## src/rtl/fifo_flags_pkg.sv

```systemverilog
// Shared constants for the flagged FIFO: read-mode selectors and depth helper.
package fifo_flags_pkg;

    localparam int FIFO_STD  = 0;
    localparam int FIFO_FWFT = 1;

    function automatic int depth_of(input int nb_addr);
        return 1 << nb_addr;
    endfunction

endpackage

```

## src/rtl/fifo_mem.sv

```systemverilog
// DEPTH x NB_REG register file: synchronous write port, asynchronous read port.
module fifo_mem
    import fifo_flags_pkg::*;
#(
    parameter int NB_REG  = 32,
    parameter int NB_ADDR = 3
) (
    input  logic               clk,
    input  logic               we,
    input  logic [NB_ADDR-1:0] waddr,
    input  logic [NB_REG-1:0]  wdata,
    input  logic [NB_ADDR-1:0] raddr,
    output logic [NB_REG-1:0]  rdata
);

    localparam int DEPTH = depth_of(NB_ADDR);

    // Contents are deliberately left unreset; the pointers define validity.
    logic [NB_REG-1:0] mem [DEPTH];

    always_ff @(posedge clk) begin
        if (we) mem[waddr] <= wdata;
    end

    assign rdata = mem[raddr];

endmodule

```

## src/rtl/fifo_flags.sv

```systemverilog
// Synchronous FIFO with fill count, almost-full/empty thresholds, sticky
// overflow/underflow flags and a build-time standard or FWFT read mode.
module fifo_flags
    import fifo_flags_pkg::*;
#(
    parameter int NB_REG    = 32,
    parameter int NB_ADDR   = 3,
    parameter int FWFT      = FIFO_STD,
    parameter int AF_THRESH = depth_of(NB_ADDR) - 1,
    parameter int AE_THRESH = 1
) (
    input  logic                clk,
    input  logic                i_rst,
    input  logic                i_wr,
    input  logic [NB_REG-1:0]   i_wdata,
    input  logic                i_rd,
    input  logic                i_clr_err,
    output logic [NB_REG-1:0]   o_rdata,
    output logic                o_empty,
    output logic                o_full,
    output logic                o_almost_full,
    output logic                o_almost_empty,
    output logic [NB_ADDR:0]    o_count,
    output logic                o_overflow,
    output logic                o_underflow
);

    localparam int DEPTH  = depth_of(NB_ADDR);
    localparam int NB_CNT = NB_ADDR + 1;

    if (AF_THRESH < 1 || AF_THRESH > DEPTH) begin : g_bad_af
        $error("fifo_flags: AF_THRESH must lie in 1..DEPTH");
    end
    if (AE_THRESH < 0 || AE_THRESH > DEPTH - 1) begin : g_bad_ae
        $error("fifo_flags: AE_THRESH must lie in 0..DEPTH-1");
    end

    logic [NB_ADDR-1:0] wr_ptr, rd_ptr;
    logic [NB_CNT-1:0]  count;
    logic [NB_REG-1:0]  head;
    logic               empty, full, rd_ok, wr_ok;

    assign empty = (count == '0);
    assign full  = (count == NB_CNT'(DEPTH));
    assign rd_ok = i_rd & ~empty;
    // A write into a full FIFO slips in only when a pop frees the slot this cycle.
    assign wr_ok = i_wr & (~full | rd_ok);

    fifo_mem #(.NB_REG(NB_REG), .NB_ADDR(NB_ADDR)) u_mem (
        .clk   (clk),
        .we    (wr_ok),
        .waddr (wr_ptr),
        .wdata (i_wdata),
        .raddr (rd_ptr),
        .rdata (head)
    );

    always_ff @(posedge clk) begin
        if (i_rst) begin
            wr_ptr <= '0;
            rd_ptr <= '0;
            count  <= '0;
        end else begin
            if (wr_ok) wr_ptr <= wr_ptr + NB_ADDR'(1);
            if (rd_ok) rd_ptr <= rd_ptr + NB_ADDR'(1);
            case ({wr_ok, rd_ok})
                2'b10:   count <= count + NB_CNT'(1);
                2'b01:   count <= count - NB_CNT'(1);
                default: count <= count;
            endcase
        end
    end

    // A new error event outranks a same-cycle clear.
    always_ff @(posedge clk) begin
        if (i_rst) begin
            o_overflow  <= 1'b0;
            o_underflow <= 1'b0;
        end else begin
            if (i_clr_err) begin
                o_overflow  <= 1'b0;
                o_underflow <= 1'b0;
            end
            if (i_wr & ~wr_ok) o_overflow  <= 1'b1;
            if (i_rd & ~rd_ok) o_underflow <= 1'b1;
        end
    end

    if (FWFT == FIFO_FWFT) begin : g_fwft
        assign o_rdata = empty ? '0 : head;
    end else begin : g_std
        logic [NB_REG-1:0] rdata_q;
        always_ff @(posedge clk) begin
            if (i_rst)      rdata_q <= '0;
            else if (rd_ok) rdata_q <= head;
        end
        assign o_rdata = rdata_q;
    end

    assign o_empty        = empty;
    assign o_full         = full;
    assign o_almost_full  = (count >= NB_CNT'(AF_THRESH));
    assign o_almost_empty = (count <= NB_CNT'(AE_THRESH));
    assign o_count        = count;

endmodule
```

## config.mk

```make
export PLATFORM = sky130hd
export DESIGN_NAME = fifo_flags
export DESIGN_NICKNAME = d
export VERILOG_FILES = /design/src/rtl/fifo_flags_pkg.sv /design/src/rtl/fifo_mem.sv /design/src/rtl/fifo_flags.sv
export SDC_FILE = /design/constraint.sdc
export NUM_CORES = 1
export LEC_CHECK = 0
export ABC_AREA = 1
export CAP_MARGIN = 20
export CELL_PAD_IN_SITES_DETAIL_PLACEMENT = 0
export CELL_PAD_IN_SITES_GLOBAL_PLACEMENT = 1
export CORE_ASPECT_RATIO = 0.9
export CORE_MARGIN = 1.5
export CORE_UTILIZATION = 45
export CTS_CLUSTER_DIAMETER = 200
export CTS_CLUSTER_SIZE = 16
export DETAILED_ROUTE_END_ITERATION = 8
export PLACE_DENSITY = 0.78
export SLEW_MARGIN = 10
export SYNTH_ARGS = -nofsm -noshare
export SYNTH_HDL_FRONTEND = slang
export SYNTH_SLANG_ARGS = --single-unit
```

## constraint.sdc

```tcl
create_clock -name clk -period 4.7 [get_ports clk]
set_input_delay 0.94 -clock clk [delete_from_list [all_inputs] [get_ports clk]]
set_output_delay 0.94 -clock clk [all_outputs]
set_load 0.02 [all_outputs]
```

==> key figures, run 1 <==
Final layout
  – Ratio of cells with drive above 1 in the final layout: 0.0602
  – Commonest non-fill, non-tap cells in the layout: 448 x nand2_1, 256 x edfxtp_1, 78 x clkdlybuf4s50_1, 74 x nand3_1, 73 x nor2_1
  – Area Overhead vs Synth: 13.9%
  – Final core occ: 0.526
  – Antenna diodes: 0
  – Commonest non-fill, non-tap cell in the layout: nand2_1
  – Nets@finish: between 1000 and 1500

STA
  – Final Hold Fails: 0
  – RSZ-0062 raised after global routing: false
  – F_max: ~0.32 GHz
  – Slew margin rel.: 0.422
  – Crit path time final: 3.13 ns
  – Final max-slew violation count: 0
  – Tcrit/Tclk final: 0.665
  – Final setup viols: 0
  – Fin Clk Skew: a little under 0.02 ns
  – Worst-Margin Slew: 0.868 ns
  – Setup TNS: 0 ns

Synthesis
  – Mux contribution to synthesized area: 0
  – Synth Area in Compound Gates: 0.0490
  – Post-Synthesis Cells: 1109
  – Synth top area cells: edfxtp_1 63%, nand2_1 14%, dfxtp_1 7.3%
  – Syn. warnings: 0
  – Ys async rst share: 0
  – Synthesized flop and latch total: 300
  – Post-Syn Nets: around 1200
  – Share of the synthesized area in the top cell type: 0.634
  – Post-synthesis xor/xnor area fraction: 0.00217
  – Synth Area in Simple Gates: 0.201
  – Seq/Total Area, Yosys: 0.706
  – Post-synth design cell area: 12100 um^2
  – Main combinational cell family by area after synthesis: simple AND/OR/NAND/NOR gates
  – Post-synth cell types: 29
  – Post-Synth Adder-Cell Area: 0.00516
  – Syn Area/Cell: 10.9 um^2
  – Post-synth top area cell: edfxtp_1
  – Post-synth EDFFs: about 260
  – Ys flop type: edfxtp_1

Flow run
  – # Max-Cap Violations: 0

Die
  – Core Area: 26300 um^2
  – Starting Density: 0.462
  – Die width: approximately 180 um
  – Io pins: 79
  – Std cell rows: between 50 and 60
  – Die H: 159 um
  – Full die area: roughly 28000 um^2

Placement
  – Routability cong.: 0.774
  – Number of buffers added on ports: 78
  – Post-DP HPWL: roughly 14000 um

Route
  – # DRC: 0
  – Total Wirelength: 24800 um
  – Vias per cell: 4.98
  – Vias after detailed routing: approximately 7600
  – Detail Route Antenna Nets: 0
  – Drt pass-1 iters: 4
  – DRT iter0 DRCs: 491
  – WL/cell: 16.2 um

Global route
  – First-pass GRT wire length: 40300 um
  – Congestion Overflow GR: 0
  – Largest net degree at the start of global routing: 79
  – Antenna violations before repair: 0
  – Total global-route track usage: 0.181
  – Vias in the first global route: 7285

Pwr
  – Pleak: around 0.0052 uW
  – Pwr per Cell Area: 474 nW/um^2
  – Max IR drop VDD: between 0.2 and 0.25 mV

Clock tree
  – CTS H-tree depth: 1
  – Post_cts resized: 0
  – Postcts setup bufs: 0
  – CTS root buffer: clkbuf_16
  – Hold_buf cts: 0
  – TritonCTS Buffers: 22
  – TritonCTS clock tree: yes
  – Clock transition at the registers of the reported paths: 0.07 ns
  – Number of clock sinks: 300
  – CTS max path bufs: 3
  – Worst-Skew Late Latency: 0.52 ns

Setup path
  – Worst setup EP type: output pin
  – Largest fanout on the critical path: 6
  – Crit Path Category: flip-flop to output pin
  – Critical Path AT: 2.19 ns
  – Worst setup SP type: flip-flop
  – CP required: ~3.8 ns

Run status
  – Outcome: finished, final reports clean

Min path
  – Worst hold path class: flip-flop to flip-flop
-- critical path, stage by stage, from the launching register on --
cell and delay, ns:
dfxtp_1 0.37, inv_1 0.15, ha_1 0.27, nand3_1 0.17
inv_1 0.11, clkdlybuf4s50_1 0.60
-- sequential cells by signal, summed over array words and instances, names as in the netlist --
| register | count |
|---|---|
| o_rdata | 32 |
| o_overflow | 1 |
| rd_ptr | 3 |
| u_mem.mem | 256 |
| o_count | 4 |
| wr_ptr | 3 |
| o_underflow | 1 |
-- cell usage after synthesis, types with 2 or more instances --
cell type,instances
nand3_1,74
buf_4,6
buf_12,3
dfxtp_1,44
buf_6,4
a21oi_2,11
nor2_1,81
buf_1,5
clkbuf_1,14
ha_1,5
xor2_1,2
buf_2,29
inv_1,17
o21ai_2,2
edfxtp_1,256
nand2_1,448
nand4_1,2
o21ai_1,19
inv_2,2
a21oi_1,28
o21ai_0,49
-- through the flow --
step	power (uW)	area [um^2]	setup slack, ns	instances	hold slack (ns)
final	6540	13800	1.57	1528	0.467
after global routing	6910	13800	1.42	1528	0.491
after floorplan	4340	12100	1.50	1109	0.464
after detailed placement	4830	13200	1.54	1491	0.457
after global placement	4810	13200	1.59	1491	0.453
after CTS	6610	13800	1.54	1528	0.470
-- cell type report --
cell class	count	area, um^2
inverters	20	81.3
clock buffers	35	599
multi-input cells	728	3180
repair buffers	95	908
well taps	348	435
clock inverters	2	46.3
fillers	2305	12500
flip-flops and latches	300	8570
-- kinds of logic (layout without fill, tap and decap cells) --
| family | Yosys count | count (layout) |
|---|---|---|
| simple gates | 611 | 611 |
| compound gates | 109 | 109 |
| xor+xnor | 3 | 3 |
| flops | 300 | 300 |
| fa+ha+maj | 5 | 5 |
| buf+inv | 81 | 152 |
-- routing by layer --
metal | wire length, um | global-route usage | up-vias | part of all wire
li1 | - | - | 3847 | -
met1 | 11400 | 0.253 | 3591 | 0.46
met2 | 11900 | 0.303 | 148 | 0.48
met3 | 1010 | 0.0223 | 31 | 0.041
met4 | 419 | 0.0357 | 0 | 0.017
met5 | 0 | 0 | - | 0
-- worst paths after layout --
| check | startpoint | to | slack [ns] | depth (start not counted) |
|---|---|---|---|---|
| worst min-delay path | o_underflow | o_underflow | 0.47 | 2 |
| worst max-delay path | o_count[0] | o_full | 1.57 | 5 |
| worst max register to register | rd_ptr[0] | o_rdata[12] | 2.09 | 6 |
| worst min register to register | o_underflow | o_underflow | 0.47 | 2 |
-- power by group --
part,total [uW],internal (uW),switching [uW],leakage [uW]
sequential,3180,3060,116,0.00269
combinational,1570,549,1020,0.00224
clock,1790,932,860,0.000307
No activity file was read; power rests on OpenSTA's default activity.
==> run 2, diff against run 1 <==
- CORE_UTILIZATION: 45 -> 43
- clock period: 4.7 -> 2.7 ns (I/O delays scaled with it)
==> run 2 against run 1 <==
Net effect: the flow now finishes with violations (DRC); critical path depth is the same; first-iteration DRC count increased by 48%; critical endpoint is now o_almost_empty; die area rose by 4.6%; core utilization shrank 1.9 points; hold slack lost 0.0023 ns; count of clock-buffer cells in the layout grew 5; worst setup slack got worse by 1.5 ns; via count is 1.6% higher; cell area up 2.1%; clock skew fell by 0.0046 ns; sequential share of layout area down 1.3 points.
==> key figures, run 2 (synthesized netlist as in run 1, its figures left out) <==
Clock tree
  – TritonCTS clock tree: yes
  – Clock transition at the registers of the reported paths: 0.08 ns (about the same)
  – Number of clock sinks: 300 (unchanged)
  – CTS root buffer: clkbuf_16
  – CTS max path bufs: 3 (unchanged)
  – TritonCTS Buffers: 22 (unchanged)
  – Worst-Skew Late Latency: 0.52 ns (about the same)
  – Postcts setup bufs: 0 (unchanged)
  – CTS H-tree depth: 1 (unchanged)

Die
  – Std cell rows: 58 (+3.6%)
  – Starting Density: 0.435 (-0.0264)
  – Io pins: 79 (unchanged)
  – Core Area: 27900 um^2 (+6.1%)
  – Die width: 180 um (+2.3%)
  – Die H: 162 um (+2.3%)
  – Full die area: 29200 um^2 (+4.6%)

Final layout
  – Area Overhead vs Synth: 16.3%
  – Area of the multi-input gates: 3180 um^2 (about the same)
  – Commonest non-fill, non-tap cells in the layout: 448 x nand2_1, 256 x edfxtp_1, 76 x clkdlybuf4s50_1, 74 x nand3_1, 73 x nor2_1
  – Design Area, Final: 14100 um^2 (+2.1%)
  – Fill cells: 2447 (+6.2%)
  – Nets@finish: 1225 (+1.3%)
  – Register area: 8570 um^2 (unchanged)
  – Largest register FFs: 256 (unchanged)
  – Most flops, register: u_mem.mem
  – Commonest non-fill, non-tap cell in the layout: nand2_1
  – Antenna diodes: 0 (unchanged)
  – Ratio of cells with drive above 1 in the final layout: 0.0734 (+0.0132)

Global route
  – Antenna violations before repair: 0 (unchanged)
  – Total global-route track usage: 0.180 (-0.00121)
  – Congestion Overflow GR: 0 (unchanged)
  – First-pass GRT wire length: 41400 um (+2.8%)
  – Largest net degree at the start of global routing: 68 (-14%)
  – Vias in the first global route: 7410 (+1.7%)

Setup path
  – Worst setup EP type: output pin
  – Critical Path Max Stage Delay: 0.59 ns (about the same)
  – Worst setup SP type: flip-flop
  – Family with the most delay on the worst path: buffers and inverters
  – Critical-path cell list: inv_1 -> ha_2 -> nand2_4 -> nand2_1 -> clkdlybuf4s50_1
  – Worst path buffer plus inverter count: 2 (-1)
  – Largest fanout on the critical path: 6 (unchanged)
  – Crit Path Category: flip-flop to output pin
  – Critical Path AT: 2.06 ns (-0.13 ns)
  – CP required: 2.16 ns (-1.60 ns)
  – Slowest-stage cell, CP: clkdlybuf4s50_1

Placement
  – Number of buffers added on ports: 78 (unchanged)
  – Post-DP HPWL: 15400 um (+13%)
  – Placed cell area: 13400 um^2 (+2.1%)
  – Routability cong.: 0.765 (-1.2%)

Route
  – # DRC: 2 (+2)
  – Total Wirelength: 25900 um (+4.7%)
  – WL/cell: 16.6 um (+2.7%)
  – Drt pass-1 iters: 9 (+5)
  – Vias after detailed routing: 7740 (+1.6%)
  – Vias per cell: 4.96 (-0.41%)
  – DRT iter0 DRCs: 728 (+48%)
  – Detail Route Antenna Nets: 0 (unchanged)

STA
  – Worst-Margin Slew: 0.760 ns (-0.108 ns)
  – RSZ-0062 raised after global routing: false
  – F_max: roughly 0.39 GHz
  – Tcrit/Tclk final: 0.961
  – Crit path time final: 2.60 ns
  – Slew margin rel.: 0.494 (+0.0720)
  – Final max-slew violation count: 0 (unchanged)
  – Final Hold Fails: 0 (unchanged)
  – Setup TNS: 0 ns (unchanged)
  – Final setup viols: 0 (unchanged)
  – Fin Clk Skew: 0.0153 ns (-0.00458 ns)

Pwr
  – Pleak: 0.00539 uW (+3.0%)
  – Pwr per Cell Area: 818 nW/um^2 (+73%)
  – Final total power: 11500 uW (+76%)
  – Max IR drop VDD: 0.507 mV (+110%)

Run status
  – Failing checks: DRC
  – Outcome: complete, but fails checks

Min path
  – Worst hold path class: flip-flop to flip-flop

Flow run
  – # Max-Cap Violations: 0 (unchanged)
run 2: per-stage QoR:
step	hold slack [ns]	worst slack, ns	util	instances
2_1_floorplan	0.464	-0.502	-	1109
3_3_place_gp	0.458	0.295	0.483	1519
3_5_place_dp	0.459	0.252	0.483	1519
4_1_cts	0.470	0.0174	0.506	1559
5_1_grt	0.493	0.0155	0.507	1559
6_report	0.465	0.105	0.507	1559
run 2: path summary, 6_finish.rpt:
path	startpoint	endpoint	slack, ns	depth (start not counted)
setup reg to reg	o_count[0]	u_mem.mem[1][17]	0.45	8
hold / removal	o_overflow	o_overflow	0.46	2
hold reg to reg	o_overflow	o_overflow	0.46	2
setup / recovery	o_count[0]	o_almost_empty	0.10	5
run 2: layout make-up:
| cell class | instances | share of cell area |
|---|---|---|
| well taps | 360 | 0.0319 |
| multi-input cells | 728 | 0.225 |
| flip-flops and latches | 300 | 0.607 |
| clock buffers | 40 | 0.0468 |
| repair buffers | 111 | 0.0830 |
| inverters | 20 | 0.00576 |
run 2: timing repair:
item,CTS,global route
endpoints found under the setup margin,1,2
hold buffers,0,0
pin swaps,0,0
gates resized for setup,1,2
run 2: per-layer routing:
layer	track usage	wire, um	vias to the layer above
li1	-	-	3880
met1	0.265	12600	3653
met2	0.287	11700	168
met3	0.0210	1120	39
met4	0.0432	477	0
met5	0	0	-
run 2: worst min-delay path, stage by stage, from the launching register on:
cell and delay [ns]:
dfxtp_1 0.31, nand2_1 0.06, a21oi_1 0.05
run 2: power breakdown:
part / internal, uW / switching, uW / leakage, uW
registers: 5330 / 147 / 0.00269
clock network: 1650 / 1510 / 0.000315
logic: 1020 / 1880 / 0.00239
total: 8010 / 3540 / 0.00539
==> variant 1, RTL diff (config.mk and constraints of run 1) <==
`NB_REG` is set to 32 in 2 places; all go to 48.
--- a/src/rtl/fifo_mem.sv
+++ b/src/rtl/fifo_mem.sv
@@ -4,3 +4,3 @@
 #(
-    parameter int NB_REG  = 32,
+    parameter int NB_REG  = 48,
     parameter int NB_ADDR = 3
--- a/src/rtl/fifo_flags.sv
+++ b/src/rtl/fifo_flags.sv
@@ -5,3 +5,3 @@
 #(
-    parameter int NB_REG    = 32,
+    parameter int NB_REG    = 48,
     parameter int NB_ADDR   = 3,
Interface: changed (resized i_wdata and o_rdata); port bits go from 79 to 111. The function was not compared with the original's and may differ.
==> variant 1 against run 1 <==
Routed wire length increased by 59%; sequential cell count up 144; setup slack gained 0.025 ns; sequential power is 47% higher; via count up 48%; power rose by 45%; design area up 46%; synthesized area increased by 45%; clock power increased by 44%; die area increased by 44%; largest cell class unchanged.
==> variant 1: results (changes against run 1) <==
DRT Pass-1 Iters 5 (+1); Clk power 2.57 mW (+44%); CP peak stage delay 0.60 ns (about the same); Post-synth EDFFs 384 (+50%); routed length per instance 17.7 um (+9.5%); sequential-to-total area share from yosys stat 0.724 (+0.0177); max FFs per register 384 (+50%); M3 GR Usage 0.0209 (-0.00135); Switching Share 0.307 (+0.00197); Leak Pwr 7.59 nW (+45%); status completed; dpl cell area 19200 um2 (+46%); sequential share of power 0.493 (+0.007); top cells by count, synth nand2_1, edfxtp_1, nor2_1; Met1 Routed Length 18.6 mm (+63%); R2R Path Start o_count[0]$_SDFFE_PP0P_; met3 wire length 1.87 mm (+86%); Synth area leaders edfxtp_1, nand2_1, dfxtp_1; final WL 39.5 mm (+59%); Distinct cells, synth 24 (-17%); GRT met1 Usage 0.291 (+0.0374); DP Wirelength 22.0 mm (+61%); met2 usage 0.315 (+0.0118); Worst slew margin 0.285 (-0.137); largest net degree at the start of global routing 140 (+77%); Final Critical Period 3.10 ns (-0.0250 ns); met2 routed WL 18.3 mm (+53%); RD Place Congestion 0.747 (-3.5%); arrival time worst endpoint 2.16 ns (-0.03 ns); Clock Skews 0.0142 ns (-0.00563 ns); flop-to-flop setup slack 1.77 ns (-0.32 ns); worst reg2reg path depth 7 (+1); hold slack final 0.473 ns (+0.00624 ns); Worst-Skew Late Latency 0.58 ns (+0.06 ns); Post-Syn Instances 1602 (+44%); Critical R2R Capture u_mem.mem[6][46]$_DFFE_PP_; fraction of layout instances using a drive strength above 1 0.0441 (-0.0161); Max Cap Viol 0 (unchanged); post-cts resize count 0 (unchanged); pre-CTS WS 1.12 ns (-0.427 ns); GRT Overall Usage 0.197 (+0.0157); Yosys top cell area share 0.656 (+0.0220); number of global-route vias before repair 10700 (+47%); Worst IR Drop VDD 0.000267 V (+13%); detail-routed via count per cell 5.05 (+1.3%); Final nets 1735 (+44%); PD cells 472 nW/um2 (-0.33%); # fillers 3308 (+44%)
-- variant 1: changes by cell type in the layout (fill, tap and decap cells not counted), sizes merged --
cell,before,now
nand2,450,658
clkinv,2,1
buf,17,22
clkdlybuf4s50,78,110
nand3,75,107
clkbuf,35,55
a21oi,39,55
dfxtp,44,60
nor2,82,114
edfxtp,256,384
o21ai,70,102
-- variant 1: kinds of logic after synthesis --
family / after synthesis / share of synthesized area
and+or+nand+nor: 883 / 0.197
DFF: 444 / 0.724
xor gates and xnor gates: 3 / 0.00149
adders and majority gates: 5 / 0.00356
buffers and inverters: 110 / 0.0290
AOI/OAI and AO/OA: 157 / 0.0447
-- variant 1: layout make-up --
cell class / count / area (um2) / share of cell area
clock buffer: 55 / 866 / 0.0430
timing repair buffer: 132 / 1340 / 0.0667
sequential: 444 / 12700 / 0.633
tap: 525 / 657 / 0.0326
multi-input combinational: 1048 / 4410 / 0.219
clock inverter: 1 / 30.0 / 0.00149
inverter: 20 / 83.8 / 0.00417
==> variant 2, RTL diff (flow settings as in run 1) <==
Without the edit above. Reset style: asynchronous (`i_rst`), changed in 3 clocked blocks.
--- a/src/rtl/fifo_flags.sv
+++ b/src/rtl/fifo_flags.sv
@@ -57,3 +57,3 @@
 
-    always_ff @(posedge clk) begin
+    always_ff @(posedge clk or posedge i_rst) begin
         if (i_rst) begin
@@ -74,3 +74,3 @@
     // A new error event outranks a same-cycle clear.
-    always_ff @(posedge clk) begin
+    always_ff @(posedge clk or posedge i_rst) begin
         if (i_rst) begin
@@ -92,3 +92,3 @@
         logic [NB_REG-1:0] rdata_q;
-        always_ff @(posedge clk) begin
+        always_ff @(posedge clk or posedge i_rst) begin
             if (i_rst)      rdata_q <= '0;
Check against the original RTL: differs if i_rst is asserted again (counterexample within 4 cycles, from zero or initial values and one cycle with i_rst high); with i_rst held inactive, the same outputs for 4 cycles.
==> variant 2 against run 1 <==
Register-to-register slack got worse by 0.23 ns; critical endpoint unchanged; highest routed layer unchanged; synthesized area rose by 2.5%; largest power group unchanged; critical path depth rose by 2; setup slack got worse by 0.16 ns; design area rose by 2.5%; sequential cell count did not move; non-clock buffer count did not move; routed wire length rose by 9.8%; power rose by 31%.
==> variant 2: results (changes against run 1) <==
initial antenna violation count 0 (unchanged); DRT Pass-1 Iters 7 (+3); ANT cells 0 (unchanged); min-delay worst type flop to flop; Post-synth EDFFs 256 (unchanged); Final nets 1233 (+2.0%); Post-Syn Instances 1128 (+1.7%); Finished Layout Cells 1561 (+2.2%); fraction of registers with async set or reset after synthesis 0.147 (+0.147); Clock Path Buffers 3 (unchanged); Clock Skews 0.00872 ns (-0.0111 ns); Worst-path clk slew approximately 0.080 ns; GRT Overall Usage 0.194 (+0.0133); Clk Tree Root Cell clkbuf_16; Distinct cells, synth 29 (unchanged); post-CTS setup buffer count 0 (unchanged); Placed Cells 1521 (+2.0%); I/O Buffers 78 (unchanged); RD Place Congestion 0.763 (-1.5%); DP Wirelength 15.1 mm (+11%); Synth area leaders edfxtp_1, nand2_1, dfrtp_1; Synth warnings 0 (unchanged); top cells by count, synth nand2_1, edfxtp_1, nand3_1; fraction of layout instances using a drive strength above 1 0.0522 (-0.00797); dpl cell area 13500 um2 (+2.5%); Largest delay share family, worst path buffers and inverters; sequential-to-total area share from yosys stat 0.707 (about the same); largest net degree at the start of global routing 94 (+19%); Slew @ Worst Pin 1.04 ns (+0.168 ns); H-Tree Depth 1 (unchanged); global-route wire length before repair 42.8 mm (+6.3%); status completed; DRT iter0 DRCs 618 (+26%); worst-path maximum fanout 7 (+1); Leak Pwr 5.73 nW (+9.4%); number of global-route vias before repair 7771 (+6.7%); pre-CTS WS 1.22 ns (-0.322 ns); CP peak stage delay 0.60 ns (about the same); Top reg by flops u_mem.mem; Worst IR Drop VDD 0.000270 V (+14%); Worst-Skew Late Latency ~0.51 ns; detail-routed via count per cell 5.07 (+1.7%); slowest CP cell clkdlybuf4s50_1; Congestion Overflow GR 0 (unchanged); routed length per instance 17.4 um (+7.5%); post-cts resize count 0 (unchanged); CTS buffer count 22 (unchanged); max FFs per register 256 (unchanged)
## variant 2: worst paths after layout
kind / start / to / slack (ns) / depth (start not counted)
max: o_count[0]$_DFFE_PP0P_ / o_full / 1.42 / 7
min: o_rdata[17]$_DFFE_PP0N_ / o_rdata[17]$_DFFE_PP0N_ / 0.48 / 2
max reg2reg: o_count[0]$_DFFE_PP0P_ / u_mem.mem[7][0]$_DFFE_PP_ / 1.86 / 10
min reg2reg: o_rdata[17]$_DFFE_PP0N_ / o_rdata[17]$_DFFE_PP0N_ / 0.48 / 2
max in group asynchronous: i_rst / rd_ptr[0]$_DFFE_PP0N_ / 3.13 / 3
min in group asynchronous: i_rst / o_overflow$_DFFE_PP0P_ / 0.78 / 2
## variant 2: cells by family after synthesis
kind of cell / after synthesis / synth area share
AO/OA/AOI/OAI: 39 / 0.0183
XOR/XNOR: 4 / 0.00282
adder cells (fa/ha/maj): 5 / 0.00503
buffers and inverters: 152 / 0.0590
flip-flops: 300 / 0.707
AND/OR/NAND/NOR: 628 / 0.208
## variant 2: routing by layer
metal | global-route usage | vias to the layer above | share of wire
met1 | 0.277 | 3792 | 0.47
met5 | 0 | - | 0
met2 | 0.320 | 248 | 0.47
met4 | 0.0485 | 0 | 0.020
li1 | - | 3840 | -
met3 | 0.0196 | 36 | 0.046
## variant 2: final cells by class
| class | instances | area [um2] |
|---|---|---|
| sequential | 300 | 8790 |
| clock inverter | 1 | 30.0 |
| clock buffer | 39 | 636 |
| tap | 354 | 443 |
| timing repair buffer | 95 | 921 |
| inverter | 96 | 368 |
| fill | 2411 | 12900 |
| multi-input combinational | 676 | 2970 |
## variant 2: report_power, final
part,leakage [nW],switching [mW],internal (mW)
clock,0.316,0.865,0.971
sequential,2.86,0.257,3.37
combinational,2.55,2.06,1.04
total,5.73,3.18,5.38
